--- src/rtl/mem_stage.sv ---
// Memory stage: holds the instruction leaving execute, waits on load data,
// extracts sub-word loads and hands the completed instruction to writeback.
module mem_stage #(
  parameter int         TIMEOUT = 16,
  parameter logic [7:0] BUS_EXC = 8'h02
) (
  input  logic        clk,
  input  logic        rst,
  input  logic        clk_en,
  input  logic        halt,
  input  logic        bubble_in,
  input  logic [4:0]  opcode_in,
  input  logic [4:0]  tgt_in_1,
  input  logic [4:0]  tgt_in_2,
  input  logic [31:0] result_in_1,
  input  logic [31:0] result_in_2,
  input  logic [31:0] addr_in,
  input  logic        is_load_in,
  input  logic        is_store_in,
  input  logic        tgts_cr_in,
  input  logic [7:0]  exc_in,
  input  logic [31:0] pc_in,
  input  logic [31:0] mem_rdata,
  input  logic        mem_ready,
  input  logic        exc_in_wb,
  input  logic        rfe_in_wb,
  output logic [4:0]  mem_tgt_1,
  output logic [4:0]  mem_tgt_2,
  output logic [31:0] mem_result_out_1,
  output logic [31:0] mem_result_out_2,
  output logic        mem_bubble,
  output logic        is_load_mem,
  output logic        mem_tgts_cr,
  output logic [4:0]  mem_opcode_out,
  output logic        mem_stall,
  output logic [4:0]  wb_tgt_1,
  output logic [4:0]  wb_tgt_2,
  output logic [31:0] wb_result_out_1,
  output logic [31:0] wb_result_out_2,
  output logic        wb_bubble,
  output logic        wb_tgts_cr,
  output logic [7:0]  wb_exc,
  output logic [31:0] wb_pc
);

  localparam logic [7:0] TMO_LAST = 8'(TIMEOUT - 1);

  typedef enum logic {RUN, WAIT} state_t;

  typedef struct packed {
    logic        bubble;
    logic [4:0]  opcode;
    logic [4:0]  tgt_1;
    logic [4:0]  tgt_2;
    logic [31:0] result_1;
    logic [31:0] result_2;
    logic [1:0]  addr;
    logic        is_load;
    logic        tgts_cr;
    logic [7:0]  exc;
    logic [31:0] pc;
  } mem_instr_t;

  function automatic mem_instr_t bubble_instr();
    bubble_instr        = '0;
    bubble_instr.bubble = 1'b1;
  endfunction

  state_t          state, state_nxt;
  logic [7:0]      wait_cnt;
  mem_instr_t      mem_q, ex_d;
  logic            flush, valid_load, timeout_hit;
  logic [31:0]     load_data;
  logic [3:0][7:0] rd_bytes;
  logic            unused_bits;

  // Only the byte offset matters; stores need nothing from this stage.
  assign unused_bits = ^{addr_in[31:2], is_store_in};

  always_comb begin
    ex_d          = '0;
    ex_d.bubble   = bubble_in;
    ex_d.opcode   = opcode_in;
    ex_d.tgt_1    = tgt_in_1;
    ex_d.tgt_2    = tgt_in_2;
    ex_d.result_1 = result_in_1;
    ex_d.result_2 = result_in_2;
    ex_d.addr     = addr_in[1:0];
    ex_d.is_load  = is_load_in;
    ex_d.tgts_cr  = tgts_cr_in;
    ex_d.exc      = exc_in;
    ex_d.pc       = pc_in;
  end

  assign mem_tgt_1        = mem_q.tgt_1;
  assign mem_tgt_2        = mem_q.tgt_2;
  assign mem_result_out_1 = mem_q.result_1;
  assign mem_result_out_2 = mem_q.result_2;
  assign mem_bubble       = mem_q.bubble;
  assign is_load_mem      = mem_q.is_load;
  assign mem_tgts_cr      = mem_q.tgts_cr;
  assign mem_opcode_out   = mem_q.opcode;

  // Zero-extended sub-word extraction from the little-endian word.
  assign rd_bytes = mem_rdata;
  always_comb begin
    load_data = mem_rdata;
    if (mem_q.opcode inside {[5'd6:5'd8]})
      load_data = {16'h0, mem_q.addr[1] ? mem_rdata[31:16] : mem_rdata[15:0]};
    else if (mem_q.opcode inside {[5'd9:5'd11]})
      load_data = {24'h0, rd_bytes[mem_q.addr]};
  end

  // State register
  always_ff @(posedge clk) begin
    if (rst)
      state <= RUN;
    else if (clk_en)
      state <= halt ? RUN : state_nxt;
  end

  // Next-state logic
  always_comb begin
    state_nxt = state;
    if (flush)
      state_nxt = RUN;
    else begin
      case (state)
        RUN:     if (valid_load && !mem_ready) state_nxt = WAIT;
        WAIT:    if (mem_ready || timeout_hit) state_nxt = RUN;
        default: state_nxt = RUN;
      endcase
    end
  end

  // Output logic
  always_comb begin
    flush       = exc_in_wb || rfe_in_wb;
    valid_load  = mem_q.is_load && !mem_q.bubble && (mem_q.exc == 8'h00);
    timeout_hit = (state == WAIT) && (wait_cnt == TMO_LAST) && !mem_ready;
    mem_stall   = valid_load && !mem_ready && !flush && !timeout_hit;
  end

  always_ff @(posedge clk) begin
    if (rst || (clk_en && halt)) begin
      wait_cnt        <= '0;
      mem_q           <= bubble_instr();
      wb_tgt_1        <= '0;
      wb_tgt_2        <= '0;
      wb_result_out_1 <= '0;
      wb_result_out_2 <= '0;
      wb_bubble       <= 1'b1;
      wb_tgts_cr      <= 1'b0;
      wb_exc          <= '0;
      wb_pc           <= rst ? '0 : pc_in;
    end else if (clk_en) begin
      wait_cnt <= (state == WAIT && mem_stall) ? wait_cnt + 8'd1 : '0;
      if (flush || mem_stall) begin
        // WB sees a bubble; MEM holds on stall, empties on flush.
        wb_tgt_1        <= '0;
        wb_tgt_2        <= '0;
        wb_result_out_1 <= '0;
        wb_result_out_2 <= '0;
        wb_bubble       <= 1'b1;
        wb_tgts_cr      <= 1'b0;
        wb_exc          <= '0;
        if (flush) mem_q <= bubble_instr();
      end else begin
        mem_q           <= ex_d;
        wb_bubble       <= mem_q.bubble;
        wb_tgts_cr      <= mem_q.tgts_cr;
        wb_pc           <= mem_q.pc;
        wb_result_out_2 <= mem_q.result_2;
        if (timeout_hit) begin
          wb_tgt_1        <= '0;
          wb_tgt_2        <= '0;
          wb_result_out_1 <= '0;
          wb_exc          <= BUS_EXC;
        end else begin
          wb_tgt_1        <= mem_q.tgt_1;
          wb_tgt_2        <= mem_q.tgt_2;
          wb_result_out_1 <= mem_q.is_load ? load_data : mem_q.result_1;
          wb_exc          <= mem_q.exc;
        end
      end
    end
  end

endmodule

--- config.mk ---
export PLATFORM = sky130hd
export DESIGN_NAME = mem_stage
export DESIGN_NICKNAME = d
export VERILOG_FILES = /design/src/rtl/mem_stage.sv
export SDC_FILE = /design/constraint.sdc
export NUM_CORES = 1
export LEC_CHECK = 0
export ABC_AREA = 1
export CAP_MARGIN = 20
export CORE_MARGIN = 2
export CORE_UTILIZATION = 45
export CTS_BUF_LIST = sky130_fd_sc_hd__clkbuf_16
export CTS_CLUSTER_DIAMETER = 80
export CTS_CLUSTER_SIZE = 8
export DETAILED_ROUTE_END_ITERATION = 16
export PLACE_DENSITY = 0.8
export SYNTH_ARGS = -nofsm -noshare
export SYNTH_HDL_FRONTEND = slang
export SYNTH_SLANG_ARGS = --single-unit
--- constraint.sdc ---
create_clock -name clk -period 4.1 [get_ports clk]
set_input_delay 0.615 -clock clk [delete_from_list [all_inputs] [get_ports clk]]
set_output_delay 0.615 -clock clk [all_outputs]
set_load 0.1 [all_outputs]
==> results of run 1 <==
## state kept, by name, summed over array words and instances, names as in the netlist, 5 cells and up
signal and flops:
mem_q 42, mem_result_out_1 32, mem_result_out_2 32, wb_pc 32
wb_result_out_1 32, wb_result_out_2 32, wait_cnt 8, wb_exc 8
mem_opcode_out 5, mem_tgt_1 5, mem_tgt_2 5, wb_tgt_1 5
wb_tgt_2 5
## metal layers
layer | wire (µm) | part of all wire (%) | vias to the layer above
met5 | 13 | 0.037 | -
met4 | 1080 | 3.1 | 2
met3 | 3240 | 9.3 | 76
met2 | 16500 | 47 | 497
met1 | 14000 | 40 | 5025
li1 | - | - | 5217
## worst max path at each step
stage	startpoint	to	slack, ns	cells past startpoint
after floorplan	clk_en	wb_pc[0]$_DFFE_PP_	0.43	6
after global placement	clk_en	wb_pc[30]$_DFFE_PP_	0.95	6
after detailed placement	clk_en	wb_pc[30]$_DFFE_PP_	0.91	6
after CTS	mem_opcode_out[2]$_SDFFE_PN0P_	mem_opcode_out[2]	1.33	1
after global routing	mem_ready	mem_stall	1.29	7
final	mem_opcode_out[2]$_SDFFE_PN0P_	mem_opcode_out[2]	1.36	1
## report_power, final
part	total (mW)	leakage (nW)	internal, mW	switching (mW)
sequential	2.56	2.08	2.54	0.0275
combinational	0.878	2.91	0.277	0.602
clock	2.71	0.540	1.67	1.04
## cell families (layout without fill, tap and decap cells)
| kind of cell | Yosys count | in the layout |
|---|---|---|
| AOI/OAI and AO/OA | 237 | 237 |
| DFF | 249 | 249 |
| and+or+nand+nor | 792 | 792 |
| other | 0 | 3 |
| buffers and inverters | 224 | 474 |
| adders and majority gates | 1 | 1 |
| xor gates and xnor gates | 4 | 4 |
## synth_stat cells, types with 2 or more instances
cell and n:
a21oi_1 162, xor2_1 2, xnor2_1 2, buf_4 83, dfxtp_1 217, nand2_2 2
nand4_1 5, buf_6 11, o21ai_1 2, or2_2 8, nand3_1 101, clkbuf_1 66
nand2_1 513, inv_2 3, a22oi_1 17, edfxtp_1 32, nor2_1 159, buf_2 15
buf_1 3, inv_1 42, o21ai_0 56
## through the flow
stage | area [µm²] | hold slack, ns
6_report | 15200 | 0.461
5_1_grt | 15200 | 0.476
4_1_cts | 15100 | 0.463
3_5_place_dp | 14100 | 0.454
3_3_place_gp | 14100 | 0.450
2_1_floorplan | 11000 | 0.448
## layout make-up
cell class,instances,area (µm²)
fillers,2064,9010
flip-flops and latches,249,5310
multi-input cells,1034,4470
repair buffers,376,3770
clock buffers,39,976
well taps,324,405
inverters,46,173
clock inverters,13,57.6
diodes,3,7.51
==> reports/metrics.yaml, run 1 <==
syn_inst: 1507
ir_drop_uv: 299
layout_commonest_cell: "nand2_1"
wl_per_cell_um: 16.7
yosysTopAreaCell: "dfxtp_1"
reg2reg_setup_slack_ns: 1.64
grt_max_degree: 207
drt_wl_total_um: 34800
status: "finished, final reports clean"
antenna_found_initial: 3
htreeDepth: 2
synth_flop_cell: "dfxtp_1"
r2r-end: "wb_result_out_1[13]$_SDFFE_PN0P_"
max_stage_delay_ns: 1.23
holdPathStages: 2
synthTopCellsByArea: "dfxtp_1 40%, nand2_1 18%, edfxtp_1 8.7%"
critPathSlowestCell: "clkdlybuf4s50_1"
arrival_ns: 2.13
core_um2: 24200
clk_path_buf_depth: 3
async_flop_share_pct: 0
dpl.cell_count: 2028
tns_ns: 0
die-area_um2: 25700
hold_violations: 0
syn_area_um2: 11000
rsz0062_at_grt: "false"
cp-start-kind: "flop"
cts-root-buf: "clkbuf_16"
path_clk_slew_ns: 0.05
portBuffers: 361
synth_seq_cells: 249
power_density_nw_per_um2: 406
rows: 57
slew_viol_final: 0
vias: 10800
start_util_pct: 45.5
synthSimpleGateAreaFrac_pct: 28.7
path_buf_inv: 1
io_pins: 393
drt_iter0_drc: 965
worst_setup_path_end_kind: "primary output"
cts_resized: 0
grt_pass1_wl_um: 54400
worstPathMaxFanout: 5
cts_hold_buf: 0
p_total_mw: 6.16
holdCritPathClass: "flop to flop"
grt_use_total_pct: 26.1
grt_pass1_vias: 10100
drive_gt1_share_pct: 4.50
fmax_mhz: 365
relSlewSlack_pct: 25.2
worstPathRequired_ns: 3.48
synth_xor_area_share_pct: 0.319
fin_skew_ns: 0.0269
setup_ws_ns: 1.36
setup-violations-final: 0
die_y_um: 160
via_per_inst: 5.19
clk_latency_ns: 0.51
grtUsageMet3_pct: 7.46
busiest_layer: "met2"
tightestPinTransition_ns: 1.12
die_w_um: 160
cts_setup_buffers: 0
yosys_warnings: 0
power_leakage_nw: 5.53
hold_start: "wb_exc[4]$_SDFFE_PN0P_"
syn_area_per_cell_um2: 7.29
dp_hpwl_um: 22800
r2r_start: "mem_opcode_out[0]$_SDFFE_PN0P_"
layout_common_cells: "513 x nand2_1, 359 x clkdlybuf4s50_1, 217 x dfxtp_1"
ys_types: 27
synth-compound-area-share_pct: 11.2
cp_top_family: "buffers and inverters"
synth_edf_count: 32
drt_first_pass_iters: 5
synthAdderAreaFrac_pct: 0.114
synth_mux_area_share_pct: 0
cts_tree: "done"
syn_to_final_growth_pct: 37.9
postLayoutCoreUtil_pct: 62.7
cts_buffers: 37
drv_cap: 0
synth_top_family_by_area: "simple AND/OR/NAND/NOR gates"
worstSetupPathType: "flop to primary output"
seq_area_frac_synth_pct: 48.3
hold_end: "wb_exc[4]$_SDFFE_PN0P_"
pre_cts_slack_ns: 0.911
grt_util_met1_pct: 32.3
synth_top_area_share_pct: 39.5
reg2reg_depth: 6
grtUsageMet2_pct: 43.6
antenna_left: 0
cts.sinks: 249
crit_path_cell_trace: "clkdlybuf4s50_1"
gp_congestion: 0.922
fin_crit_sh_pct: 66.9
finalNonFillerCells: 2084
drc: 0
grt_overflow: 0
synth_fp_nets: 1702
fin_nets: 1939
layout_min_cycle_time_ns: 2.74
Note: power is estimated with default switching activity, not from simulation.
==> run 2, diff against run 1 <==
==> constraint.sdc (replaced) <==
create_clock -name clk -period 2.85 [get_ports clk]
set_input_delay 0.4275 -clock clk [delete_from_list [all_inputs] [get_ports clk]]
set_output_delay 0.4275 -clock clk [all_outputs]
set_load 0.1 [all_outputs]
==> reports/metrics.yaml, run 2 (synthesized netlist as in run 1, its figures left out) <==
vias: 10700  # was 10800
die-area_um2: 25700  # unchanged
layout_commonest_cell: "nand2_1"  # unchanged
multi_input_area_um2: 4470  # unchanged
cts_resized: 0  # unchanged
seq_power_share_pct: 41.6  # was 41.7%
layout_min_cycle_time_ns: 2.35
setup-violations-final: 0  # unchanged
syn_to_final_growth_pct: 34.5  # was 37.9%
highest_layer: "met4"  # was met5
antenna_left: 0  # unchanged
holdPathStages: 2  # unchanged
holdWs_ns: 0.457  # was 0.461 ns
dp_hpwl_um: 22500  # was 22800 µm
cts_setup_buffers: 0  # unchanged
layout_common_cells: "513 x nand2_1, 216 x dfxtp_1, 212 x buf_4"  # was 513 x nand2_1, 359 x clkdlybuf4s50_1, 217 x dfxtp_1
pwr-share-clk_pct: 44.4  # was 44.1%
rsz0062_at_grt: "false"  # unchanged
cp-start-kind: "flop"  # unchanged
worstPathMaxFanout: 32  # was 5
grt_pass1_vias: 9814  # was 10100
fin_skew_ns: 0.0218  # was 0.0269 ns
drt_iter0_drc: 999  # was 965
wl_met3_um: 3170  # was 3240 µm
reg2reg_setup_slack_ns: 0.50  # was 1.64 ns
worstPathRequired_ns: 3.20  # was 3.48 ns
start_util_pct: 45.5  # unchanged
core_um2: 24200  # unchanged
drv_cap: 0  # unchanged
die_w_um: 160  # unchanged
relSlewSlack_pct: 41.2  # was 25.2%
reg2reg_depth: 8  # was 6
grt_max_degree: 103  # was 207
portBuffers: 361  # unchanged
rows: 57  # unchanged
hold_violations: 0  # unchanged
switching_share_pct: 27.5  # was 27.1%
cts-root-buf: "clkbuf_16"  # unchanged
path_clk_slew_ns: 0.05  # about the same
cts_tree: "done"  # unchanged
fin_crit_sh_pct: 82.6
drt_wl_total_um: 33700  # was 34800 µm
grt_overflow: 0  # unchanged
fmax_mhz: 425
htreeDepth: 2  # unchanged
largest_reg_flops: 42  # unchanged
hold_end: "wb_tgt_2[4]$_SDFFE_PN0P_"  # was wb_exc[4]$_SDFFE_PN0P_
drc: 0  # unchanged
io_pins: 393  # unchanged
cts.sinks: 249  # unchanged
arrival_ns: 2.71  # was 2.13 ns
p_total_mw: 8.88  # was 6.16 mW
clk_latency_ns: 0.52  # was 0.51 ns
fillers: 2130  # was 2064
hold_start: "mem_tgt_2[4]$_SDFFE_PN0P_"  # was wb_exc[4]$_SDFFE_PN0P_
gp_congestion: 0.893  # was 0.922
power_leakage_nw: 5.95  # was 5.53 nW
ir_drop_uv: 489  # was 299 µV
wl_met1_um: 13500  # was 14000 µm
tns_ns: 0  # unchanged
top_register: "mem_q"  # unchanged
status: "finished, final reports clean"  # unchanged
die_y_um: 160  # unchanged
tightestPinTransition_ns: 0.881  # was 1.12 ns
holdCritPathClass: "flop to flop"  # unchanged
fin_nets: 1946  # was 1939
cts_buffers: 37  # unchanged
p_int_mw: 6.44  # was 4.49 mW
via_per_inst: 5.12  # was 5.19
dr_wl_met2_um: 15900  # was 16500 µm
r2r-end: "mem_q[3]$_SDFFE_PN0P_"  # was wb_result_out_1[13]$_SDFFE_PN0P_
power_density_nw_per_um2: 601  # was 406 nW/µm²
drt_first_pass_iters: 7  # was 5
power_frac_comb_pct: 14.1  # was 14.3%
worstSetupPathType: "flop to flop"  # was flop to primary output
postLayoutCoreUtil_pct: 61.2  # was 62.7%
worst_setup_path_end_kind: "flop"  # was primary output
grt_use_total_pct: 25.0  # was 26.1%
slew_viol_final: 0  # unchanged
clk_path_buf_depth: 3  # unchanged
grt_pass1_wl_um: 52200  # was 54400 µm
setup_ws_ns: 0.497  # was 1.36 ns
r2r_start: "wait_cnt[0]$_SDFFE_PN0P_"  # was mem_opcode_out[0]$_SDFFE_PN0P_
antenna_found_initial: 1  # was 3
regArea_um2: 5310  # about the same
cts_hold_buf: 0  # unchanged
switchingPower_mw: 2.44  # was 1.67 mW
pre_cts_slack_ns: 0.181  # was 0.911 ns
wl_per_cell_um: 16.1  # was 16.7 µm
drive_gt1_share_pct: 16.2  # was 4.50%
[run 2: cell types whose count changed in the layout (fill, tap and decap cells not counted)]
cell	change
clkinv_1	-1
dfxtp_1	-1
diode_2	-2
clkdlybuf4s50_1	-197
inv_1	-1
bufinv_16	+1
buf_12	+5
clkinvlp_4	-1
clkinv_8	+2
dfxtp_2	+1
buf_4	+199
clkbuf_16	-2
clkinv_2	+1
[run 2: metrics by stage]
stage / instances / cell area [µm²]
after detailed placement: 2036 / 13700
after floorplan: 1507 / 11000
after global routing: 2088 / 14800
after CTS: 2087 / 14800
after global placement: 2036 / 13700
final: 2088 / 14800
[run 2: worst max-delay path by stage]
stage | to | startpoint | slack (ns) | cells after the start
2_1_floorplan | wb_pc[0]$_DFFE_PP_ | clk_en | 0.09 | 6
3_3_place_gp | mem_q[26]$_SDFFE_PN0P_ | mem_ready | 0.27 | 10
3_5_place_dp | mem_q[3]$_SDFFE_PN0P_ | mem_ready | 0.18 | 10
4_1_cts | mem_q[3]$_SDFFE_PN0P_ | wait_cnt[0]$_SDFFE_PN0P_ | 0.47 | 8
5_1_grt | mem_q[28]$_SDFFE_PN0P_ | wait_cnt[0]$_SDFFE_PN0P_ | 0.22 | 8
6_report | mem_q[3]$_SDFFE_PN0P_ | wait_cnt[0]$_SDFFE_PN0P_ | 0.50 | 8
[run 2: power by group through the flow]
stage / sequential (mW) / clock, mW / combinational (mW)
3_3_place_gp: 3.76 / 0 / 1.24
4_1_cts: 3.69 / 4.01 / 1.25
2_1_floorplan: 4.08 / 0 / 0.489
5_1_grt: 3.69 / 4.19 / 1.31
6_report: 3.69 / 3.94 / 1.25
3_5_place_dp: 3.76 / 0 / 1.24
[run 2: critical path: stages (launching register included)]
cell and delay, ns:
dfxtp_1 0.38, ha_1 0.22, nand2_1 0.08, nor3_2 0.16, nand3_2 0.18, nand2_2 0.16
o21ai_4 0.12, inv_1 0.68, o21ai_0 0.20
[run 2: final cells by class]
cell class | count | area share [%]
Antenna cell | 1 | 0.0169
Clock buffer | 37 | 6.26
Clock inverter | 14 | 0.745
Inverter | 46 | 1.17
Multi-Input combinational cell | 1034 | 30.2
Sequential cell | 249 | 35.9
Tap cell | 324 | 2.74
Timing Repair Buffer | 383 | 23.0
[run 2: metal layers]
layer	global-route usage, %	up-vias
met4	8.85	0
met3	6.51	72
met1	32.7	4859
li1	-	5229
met2	40.1	522
met5	0	-
